### src/rtl/simple_pkg.sv
// Shared definitions for the memory port arbiter.
//   owner_e : which requester owns the outstanding read (NONE / IF / DM)
//   slot_e  : slot state derived from the read-latency counter, also handy
//             as a readable name in waveforms
//   slot_of : maps a read-latency count to its slot state
package simple_pkg;

  typedef enum logic [1:0] {
    OWN_NONE = 2'd0,
    OWN_IF   = 2'd1,
    OWN_DM   = 2'd2
  } owner_e;

  typedef enum logic [1:0] {
    IDLE    = 2'd0,
    RD_WAIT = 2'd1,
    RD_DONE = 2'd2
  } slot_e;

  // 0 -> nothing in flight, 1 -> data returns this cycle, >1 -> still waiting
  function automatic slot_e slot_of(input int unsigned cnt);
    if (cnt == 0)      return IDLE;
    else if (cnt == 1) return RD_DONE;
    else               return RD_WAIT;
  endfunction

endpackage

### src/rtl/starve_counter.sv
// Saturating counter that tracks how many DM grants in a row have been
// handed out while fetch was waiting.
// Ports:
//   clk, rst : clock and synchronous active-high reset
//   inc      : count one more starved grant (held at MAX once reached)
//   clr      : return to zero; wins over inc
//   sat      : counter equals MAX
module starve_counter #(
  parameter int unsigned MAX = 3,
  parameter int unsigned W   = 2
) (
  input  logic clk,
  input  logic rst,
  input  logic inc,
  input  logic clr,
  output logic sat
);

  logic [W-1:0] cnt;

  assign sat = (cnt == W'(MAX));

  always_ff @(posedge clk) begin
    if (rst) begin
      cnt <= '0;
    end else if (clr) begin
      cnt <= '0;
    end else if (inc && !sat) begin
      cnt <= cnt + W'(1);
    end
  end

endmodule

### src/rtl/mem_port_arbiter.sv
// Shares one single-port synchronous RAM between instruction fetch (IF) and
// the MEM stage (DM). One access is granted per free slot; reads are tracked
// by a latency counter and their data is steered back to the requester.
// Ports:
//   clk, rst                       : clock, synchronous active-high reset
//   if_req/if_addr                 : fetch request and address
//   if_ready/if_rvalid/if_rdata    : fetch grant, returned data strobe, data
//   dm_req/dm_we/dm_addr/dm_wdata  : data request, write flag, address, store data
//   dm_ready/dm_rvalid/dm_rdata    : data grant, load data strobe, load data
//   ram_addr/ram_wdata/ram_wren    : RAM command side
//   ram_q                          : RAM read data
//   stall_if                       : fetch is requesting but not granted
module mem_port_arbiter
  import simple_pkg::*;
#(
  parameter int unsigned ADDR_W     = 16,
  parameter int unsigned DATA_W     = 16,
  parameter int unsigned RD_LAT     = 1,
  parameter int unsigned STARVE_MAX = 3
) (
  input  logic              clk,
  input  logic              rst,
  input  logic              if_req,
  input  logic [ADDR_W-1:0] if_addr,
  output logic              if_ready,
  output logic              if_rvalid,
  output logic [DATA_W-1:0] if_rdata,
  input  logic              dm_req,
  input  logic              dm_we,
  input  logic [ADDR_W-1:0] dm_addr,
  input  logic [DATA_W-1:0] dm_wdata,
  output logic              dm_ready,
  output logic              dm_rvalid,
  output logic [DATA_W-1:0] dm_rdata,
  output logic [ADDR_W-1:0] ram_addr,
  output logic [DATA_W-1:0] ram_wdata,
  output logic              ram_wren,
  input  logic [DATA_W-1:0] ram_q,
  output logic              stall_if
);

  localparam int unsigned CNT_W = $clog2(RD_LAT + 1);
  localparam int unsigned SW    = (STARVE_MAX < 1) ? 1 : $clog2(STARVE_MAX + 1);

  logic [CNT_W-1:0]  rd_cnt;
  owner_e            owner;
  slot_e             slot;
  logic              slot_free;
  logic              rd_done;
  logic              force_if;
  logic              starve_sat;
  logic              grant_dm;
  logic              grant_if;
  logic              rd_grant;
  logic [ADDR_W-1:0] addr_hold;
  logic [DATA_W-1:0] if_rdata_hold;
  logic [DATA_W-1:0] dm_rdata_hold;

  assign slot      = slot_of(32'(rd_cnt));
  assign slot_free = (slot != RD_WAIT);
  assign rd_done   = (slot == RD_DONE);

  // STARVE_MAX of 0 means strict DM priority: the counter saturates at zero
  // immediately, so the explicit non-zero check keeps fetch from ever forcing.
  assign force_if = (STARVE_MAX != 0) && starve_sat && if_req;

  // Grants are suppressed while reset is asserted so nothing reaches the RAM.
  always_comb begin
    grant_dm = 1'b0;
    grant_if = 1'b0;
    if (!rst && slot_free) begin
      if (dm_req && !force_if) grant_dm = 1'b1;
      else if (if_req)         grant_if = 1'b1;
    end
  end

  assign rd_grant = grant_if | (grant_dm & ~dm_we);

  assign if_ready  = grant_if;
  assign dm_ready  = grant_dm;
  assign stall_if  = if_req & ~if_ready;
  assign ram_wren  = grant_dm & dm_we;
  assign ram_wdata = dm_wdata;
  assign ram_addr  = grant_dm ? dm_addr : (grant_if ? if_addr : addr_hold);

  // A read whose count is at 1 during reset is being dropped, so it must not
  // strobe rvalid in that cycle either.
  assign if_rvalid = !rst && rd_done && (owner == OWN_IF);
  assign dm_rvalid = !rst && rd_done && (owner == OWN_DM);
  assign if_rdata  = if_rvalid ? ram_q : if_rdata_hold;
  assign dm_rdata  = dm_rvalid ? ram_q : dm_rdata_hold;

  starve_counter #(
    .MAX (STARVE_MAX),
    .W   (SW)
  ) u_starve (
    .clk (clk),
    .rst (rst),
    .inc (grant_dm & if_req),
    .clr (grant_if | ~if_req),
    .sat (starve_sat)
  );

  // Read slot tracking: a new read reloads the counter even in RD_DONE,
  // which gives one read per cycle at RD_LAT=1.
  always_ff @(posedge clk) begin
    if (rst) begin
      rd_cnt <= '0;
      owner  <= OWN_NONE;
    end else if (rd_grant) begin
      rd_cnt <= CNT_W'(RD_LAT);
      owner  <= grant_if ? OWN_IF : OWN_DM;
    end else if (rd_cnt != '0) begin
      rd_cnt <= rd_cnt - CNT_W'(1);
      if (rd_done) owner <= OWN_NONE;
    end
  end

  // Address and returned data holding registers; data path, no reset.
  always_ff @(posedge clk) begin
    if (grant_dm)      addr_hold <= dm_addr;
    else if (grant_if) addr_hold <= if_addr;
    if (if_rvalid) if_rdata_hold <= ram_q;
    if (dm_rvalid) dm_rdata_hold <= ram_q;
  end

endmodule

### config.mk
export PLATFORM = sky130hd
export DESIGN_NAME = mem_port_arbiter
export DESIGN_NICKNAME = d
export VERILOG_FILES = /design/src/rtl/simple_pkg.sv /design/src/rtl/starve_counter.sv /design/src/rtl/mem_port_arbiter.sv
export SDC_FILE = /design/constraint.sdc
export NUM_CORES = 1
export LEC_CHECK = 0
export CAP_MARGIN = 10
export CORE_ASPECT_RATIO = 1.25
export CORE_MARGIN = 3
export CORE_UTILIZATION = 32
export CTS_CLUSTER_DIAMETER = 60
export DETAILED_ROUTE_END_ITERATION = 10
export PLACE_DENSITY_LB_ADDON = 0.05
export SKIP_LAST_GASP = 1
export SYNTH_ARGS = -nofsm -noshare
export SYNTH_HDL_FRONTEND = slang
export SYNTH_SLANG_ARGS = --single-unit
### constraint.sdc
create_clock -name clk -period 1.6 [get_ports clk]
set_input_delay 0.32 -clock clk [delete_from_list [all_inputs] [get_ports clk]]
set_output_delay 0.32 -clock clk [all_outputs]
set_load 0.005 [all_outputs]
==> results.rst, run 1 <==
.. list-table::
   :header-rows: 1

   * - Metric
     - Value
   * - Number of hold-repair buffers added at the cts stage
     - 0
   * - Non-filler instance count after layout
     - between 300 and 400
   * - Number of unique standard cell types used by synthesis
     - 24
   * - Number of synthesized register bits
     - between 50 and 60
   * - Ratio of final minimum period to clock period
     - 133%
   * - Initial DRT Pass Iterations
     - 4
   * - Launching element type of the critical path
     - flop
   * - Clock slew seen by the registers of the worst setup and hold paths
     - 90 ps
   * - Part of the total power dissipated in combinational logic
     - 35.8%
   * - Remaining global-route overflow
     - 0
   * - Max Fanout on Critical Path
     - 4
   * - Outcome
     - complete, but fails checks
   * - Final Critical Period
     - ~2100 ps
   * - Number of global-route vias before repair
     - 1875
   * - Routed wire length
     - between 5 and 6 mm
   * - Average routed wire per standard cell
     - around 15 microns
   * - Clk_lat worst skew
     - 310 ps
   * - Register-to-register setup slack
     - 40 ps
   * - Multiplexer share of the synthesized area
     - about 20%
   * - Synth Area in Adders
     - 0.587%
   * - Largest net degree at the start of global routing
     - 18
   * - Worst endpoint required time
     - 1280 ps
   * - Number of synthesized flops with an enable pin
     - 0
   * - Count of synthesis-stage warnings from yosys
     - 0
   * - Mapped Area
     - around 2100 sq um
   * - Initial core utilization
     - between 30% and 40%
   * - Max Freq
     - 470 MHz
   * - Violations in the final reports
     - negative setup slack
   * - Setup repair after global routing missed its margin
     - yes
   * - Count of port buffers added during placement
     - 106
   * - Sum of buffers and inverters on the critical path
     - 4
   * - CP Data Arrival Time
     - 1810 ps
   * - Post-synth net total
     - ~230
   * - Clock share of power
     - a little under a quarter
   * - Basic-gate share of the synthesized area counting and, or, nand and nor cells
     - a little under a tenth
   * - Post-Synthesis Cells
     - 162
   * - Final Core Density
     - between 50% and 60%
   * - CTS tree
     - yes
   * - Core footprint
     - around 6300 sq um
   * - Final setup slack of the worst path
     - -526 ps
   * - Total inserted antenna cells
     - 0
   * - Synthesis-to-layout area growth
     - 77.9%
   * - Height of the chip
     - 97.2 microns
   * - Share of total power consumed by net switching
     - between 20% and 30%
   * - CTS buffer count
     - 5
   * - Kind of end point of the critical path
     - output pin
   * - Placed wire-length estimate after detailed placement
     - 3.84 mm
   * - Worst Skew
     - approximately 7.1 ps
   * - Master of the slowest instance on the critical path
     - dfxtp_4
   * - Width of the chip
     - 79.0 microns
   * - H-tree level count
     - 2
   * - # nets final
     - 370
   * - Fraction of final layout cells sized beyond drive strength 1
     - 52.8%
   * - Power density cells
     - 1070 nW/um^2
   * - GR Util All Layers
     - 15.2%
   * - Main area contributors after synthesis
     - dfxtp_1, mux2_4, a221o_1
   * - Internal power
     - between 3 and 4 mW
   * - Main combinational cell family by area after synthesis
     - multiplexers
   * - Type of the setup path with the least slack
     - flop to output pin
   * - Number of antenna violations at the first check in global routing
     - 0
   * - Max Root-Sink Buffers
     - 2
   * - Number of failing setup endpoints in the final timing report
     - 54
   * - Post-synth top area cell
     - dfxtp_1
   * - Total via count after detailed routing
     - 1735
   * - Highest-count cells in the layout ignoring fill and taps
     - clkdlybuf4s50_1, buf_6, dfxtp_1
   * - Synthesized-area fraction occupied by xor and xnor cells
     - 0%
   * - Number of pins with negative max-slew slack in the final report
     - 0
   * - Root buffer cell
     - clkbuf_8
   * - Average footprint of a synthesized cell
     - ~13 sq um
   * - Number of remaining DRC errors
     - 0
   * - Placer congestion estimate
     - 0.659
   * - Fraction of registers with async set/reset
     - 0%
   * - Number of placement rows
     - 32
   * - Switching power of the nets
     - 966 uW
   * - Area fraction of the dominant cell type after synthesis
     - 49.8%
   * - Sequential share of power
     - 41.4%
   * - Initial DRC Count
     - 41
   * - Number of ports placed on the die boundary
     - around 140
   * - Max-cap viol count
     - 0
   * - Number of placed cells counting well taps
     - between 300 and 400
   * - Delay of the slowest cell on the worst path
     - 380 ps
   * - LEAKAGE
     - 1.69 nW
   * - Worst hold path class
     - flop to flop
   * - Worst VDD drop
     - 0.000517 V
   * - Max-Slew Margin vs Limit
     - 67.9%
   * - Detail Route Antenna Nets
     - 0
   * - Number of vias per cell after detailed routing
     - about 4.5
   * - Compound-gate portion of the synthesized area
     - 10.5%
   * - Critical path's top delay family
     - buffers and inverters
   * - Cell breakdown of the critical path
     - nor4bb_4, buf_4, clkbuf_16, buf_8, mux2_4, buf_6
   * - Portion of the post-synthesis area used by sequential elements
     - 49.8%
   * - Die Area
     - about 7700 sq um
   * - Most used DFF post-synth
     - dfxtp_1
   * - Global-route wire length before repair
     - a little over 9 mm
   * - Measured slew at the worst slew-check pin
     - 469 ps
   * - Count of endpoints failing hold in the final timing report
     - 0
   * - Total clock sinks
     - 53
[cells by family (layout without fill, tap and decap cells)]
kind of cell / count (synthesis) / count (layout)
mux: 32 / 32
compound gates: 21 / 21
flops: 53 / 53
buf+inv: 25 / 164
fa+ha+maj: 1 / 1
simple gates: 30 / 30
[power by group through the flow]
stage,clock network [mW],registers [mW],logic [mW]
after floorplan,0,1.68,0.523
after global placement,0,1.70,1.27
after detailed placement,0,1.70,1.28
after CTS,0.954,1.68,1.40
after global routing,0.999,1.71,1.56
final,0.921,1.68,1.45
[stage by stage]
stage                     TNS (ps)  power [mW]  area [sq um]  setup slack [ps]  hold slack (ps)
after floorplan                  0        2.20          2130              12.7              400
after detailed placement    -68270        2.98          3300             -1010              423
after CTS                   -25360        4.03          3760              -607              435
after global routing        -26780        4.26          3790              -608              464
after global placement      -66960        2.97          3300             -1000              414
final                       -22190        4.05          3790              -526              431
[registers in the layout (all words and copies together) (netlist names)]
| name | cells |
|---|---|
| owner | 2 |
| dm_rdata_hold | 16 |
| addr_hold | 16 |
| if_rdata_hold | 16 |
| u_starve.cnt | 2 |
| rd_cnt | 1 |
[synthesized netlist by cell type (2+ instances only)]
library cell	number
mux2_2	14
buf_6	2
and2_1	17
dfxtp_1	53
nor2_1	2
buf_4	19
mux2_4	18
o21bai_1	2
nand2_1	3
buf_12	2
nor4bb_1	2
a221o_1	16
[final timing paths]
| path | from | to | depth (start not counted) |
|---|---|---|---|
| hold reg to reg | u_starve.cnt[0]$_SDFFE_PP0P_ | u_starve.cnt[0]$_SDFFE_PP0P_ | 1 |
| setup / recovery | owner[0]$_SDFFE_PP0P_ | if_rdata[9] | 6 |
| hold / removal | u_starve.cnt[0]$_SDFFE_PP0P_ | u_starve.cnt[0]$_SDFFE_PP0P_ | 1 |
| setup reg to reg | rd_cnt$_SDFF_PP0_ | dm_rdata_hold[12]$_DFF_P_ | 6 |
[area by class of cell]
class	instances	area, sq um
clock buffers	5	68.8
fillers	570	2530
repair buffers	155	1540
clock inverters	3	46.3
inverters	1	3.75
multi-input cells	84	958
well taps	85	106
flip-flops and latches	53	1070
[layer usage]
| metal | GRT usage [%] | share of wire, % | vias to the layer above |
|---|---|---|---|
| met4 | 3.57 | 0.84 | 0 |
| met3 | 6.59 | 10 | 5 |
| met5 | 0 | 0 | - |
| li1 | - | - | 836 |
| met2 | 24.7 | 47 | 100 |
| met1 | 18.3 | 42 | 794 |
[timing repair]
item	in CTS	in global routing
pin swaps	21	2
gates resized for setup	284	21
buffers inserted	26	14
setup endpoints to repair	73	58
cloned	4	0
No activity file was read; power rests on OpenSTA's default activity.
==> run 2, diff against run 1 <==
--- a/config.mk
+++ b/config.mk
@@ -7,9 +7,9 @@
 export LEC_CHECK = 0
 export CAP_MARGIN = 10
 export CORE_ASPECT_RATIO = 1.25
-export CORE_MARGIN = 3
+export CORE_MARGIN = 10
 export CORE_UTILIZATION = 32
-export CTS_CLUSTER_DIAMETER = 60
+export CTS_CLUSTER_DIAMETER = 150
 export DETAILED_ROUTE_END_ITERATION = 10
 export PLACE_DENSITY_LB_ADDON = 0.05
 export SKIP_LAST_GASP = 1
==> results.rst, run 2 (synthesis results as in run 1) <==
.. list-table::
   :header-rows: 1

   * - Metric
     - Value
   * - Outcome
     - complete, but fails checks
   * - Violations in the final reports
     - negative setup slack
   * - Total via count after detailed routing
     - 1651
   * - Met2 track utilization from global routing
     - roughly a fifth
   * - Max Fanout on Critical Path
     - 7
   * - Root buffer cell
     - clkbuf_8
   * - Max Root-Sink Buffers
     - 2
   * - Number of vias per cell after detailed routing
     - 4.39
   * - Routed wire length
     - slightly above 6 mm
   * - Fillcell total
     - 607
   * - CP Data Arrival Time
     - 1730 ps
   * - Total clock sinks
     - 53
   * - Total inserted antenna cells
     - 0
   * - Top Registers
     - addr_hold (16), dm_rdata_hold (16), if_rdata_hold (16)
   * - Final setup slack of the worst path
     - -453 ps
   * - Number of antenna violations at the first check in global routing
     - 0
   * - Max Freq
     - around 490 MHz
   * - Commonest non-fill, non-tap cell in the layout
     - clkdlybuf4s50_1
   * - Number of ports placed on the die boundary
     - 139
   * - H-tree level count
     - 2
   * - Clk_lat worst skew
     - 290 ps
   * - Number of remaining DRC errors
     - 0
   * - Internal power
     - between 2 and 3 mW
   * - Share of total power consumed by net switching
     - 23.8%
   * - CTS tree
     - yes
   * - Worst Skew
     - 4.56 ps
   * - Highest-count cells in the layout ignoring fill and taps
     - clkdlybuf4s50_1, dfxtp_1, buf_6
   * - Measured slew at the worst slew-check pin
     - around 390 ps
   * - Largest net degree at the start of global routing
     - 17
   * - Initial DRT Pass Iterations
     - 3
   * - Placed wire-length estimate after detailed placement
     - 4.40 mm
   * - Sum of buffers and inverters on the critical path
     - 2
   * - Power density cells
     - 1050 nW/um^2
   * - Sequential share of power
     - 43.7%
   * - GR Layer Usage met3
     - 6.50%
   * - Count of endpoints failing hold in the final timing report
     - 0
   * - Final Core Density
     - 56.1%
   * - Core footprint
     - approximately 6500 sq um
   * - # nets final
     - 359
   * - Master of the slowest instance on the critical path
     - dfxtp_2
   * - Number of pins with negative max-slew slack in the final report
     - 0
   * - Placer congestion estimate
     - 0.680
   * - Number of hold-repair buffers added at the cts stage
     - 0
   * - Max-cap viol count
     - 0
   * - Synthesis-to-layout area growth
     - 71.9%
   * - Worst endpoint required time
     - 1280 ps
   * - Switching power of the nets
     - 913 uW
   * - Clock share of power
     - 19.5%
   * - Number of global-route vias before repair
     - approximately 1900
   * - Max-Slew Margin vs Limit
     - 73.4%
   * - Detail Route Antenna Nets
     - 0
   * - Width of the chip
     - 93.0 microns
   * - Global-route wire length before repair
     - 9.69 mm
   * - Remaining global-route overflow
     - 0
   * - Die Area
     - 10300 sq um
   * - Type of the setup path with the least slack
     - flop to output pin
   * - Layer with the highest usage after global routing
     - met2
   * - Height of the chip
     - 111 microns
   * - Part of the total power dissipated in combinational logic
     - between 30% and 40%
   * - GR Util All Layers
     - approximately an eighth
   * - LEAKAGE
     - 1.61 nW
   * - Average routed wire per standard cell
     - roughly 16 microns
   * - Setup repair after global routing missed its margin
     - yes
   * - Kind of end point of the critical path
     - output pin
   * - Critical path's top delay family
     - flip-flops
   * - Fraction of final layout cells sized beyond drive strength 1
     - 50.5%
   * - Count of port buffers added during placement
     - around 110
   * - CTS buffer count
     - 5
   * - Worst setup slack after placement
     - -1030 ps
   * - Ratio of final minimum period to clock period
     - 128%
   * - Number of failing setup endpoints in the final timing report
     - 54
   * - Sum Neg Setup Slack
     - -20890 ps
   * - Met1 Usage GRT
     - 12.4%
   * - Clock slew seen by the registers of the worst setup and hold paths
     - approximately 90 ps
   * - Worst hold path class
     - flop to flop
   * - Number of placement rows
     - 33
   * - Delay of the slowest cell on the worst path
     - roughly 340 ps
   * - Final Critical Period
     - 2050 ps
   * - Initial DRC Count
     - 17
   * - Cell breakdown of the critical path
     - ha_4, and2b_2, nor2b_4, buf_12, a221o_1, buf_2
   * - Launching element type of the critical path
     - flop
   * - Initial core utilization
     - 32.7%
   * - Worst VDD drop
     - about 0.00043 V
   * - Total power
     - 3.84 mW
==> run 2: per-layer routing <==
| layer | vias to the layer above | routed length, microns |
|---|---|---|
| li1 | 813 | - |
| met1 | 744 | 2450 |
| met2 | 88 | 2950 |
| met3 | 6 | 625 |
| met4 | 0 | 61 |
| met5 | - | 0 |
==> run 2: power groups by stage <==
stage	clock network, mW	registers, mW	logic (mW)
after floorplan	0	1.68	0.523
after global placement	0	1.70	1.29
after detailed placement	0	1.70	1.29
after CTS	0.780	1.68	1.41
after global routing	0.845	1.71	1.52
final	0.748	1.68	1.41
==> run 2: final cells by class <==
| type | instances | area (sq um) | area share, % |
|---|---|---|---|
| repair buffers | 144 | 1430 | 39.1 |
| inverters | 1 | 3.75 | 0.102 |
| multi-input cells | 84 | 958 | 26.2 |
| flip-flops and latches | 53 | 1070 | 29.3 |
| well taps | 87 | 109 | 2.97 |
| clock buffers | 7 | 86.3 | 2.36 |
==> run 2: path summary, 6_finish.rpt <==
kind | from | end | slack (ps) | cells after the start
max | u_starve.cnt[0]$_SDFFE_PP0P_ | ram_addr[12] | -450 | 6
min | u_starve.cnt[0]$_SDFFE_PP0P_ | u_starve.cnt[0]$_SDFFE_PP0P_ | 430 | 1
max reg2reg | u_starve.cnt[0]$_SDFFE_PP0P_ | addr_hold[4]$_DFF_P_ | 80 | 6
min reg2reg | u_starve.cnt[0]$_SDFFE_PP0P_ | u_starve.cnt[0]$_SDFFE_PP0P_ | 430 | 1
==> run 2: metrics by stage <==
step,instance area (sq um),instances,hold slack (ps)
final,3660,376,432
after global routing,3660,376,441
after CTS,3740,379,433
after detailed placement,3280,345,422
after global placement,3280,345,413
after floorplan,2130,162,400
==> run 2: timing repair <==
| item | in CTS | in global routing |
|---|---|---|
| setup endpoints to repair | 90 | 56 |
| buffers inserted | 22 | 2 |
| pin swaps | 22 | 3 |
| gates resized for setup | 282 | 20 |
| cloned | 5 | 0 |
==> run 3, diff against run 2 <==
--- a/config.mk
+++ b/config.mk
@@ -9,7 +9,6 @@
 export CORE_ASPECT_RATIO = 1.25
 export CORE_MARGIN = 10
 export CORE_UTILIZATION = 32
-export CTS_CLUSTER_DIAMETER = 150
 export DETAILED_ROUTE_END_ITERATION = 10
 export PLACE_DENSITY_LB_ADDON = 0.05
 export SKIP_LAST_GASP = 1
==> results of run 3 <==
Same layout as run 2: the final DEF is identical, and so are final timing and power.
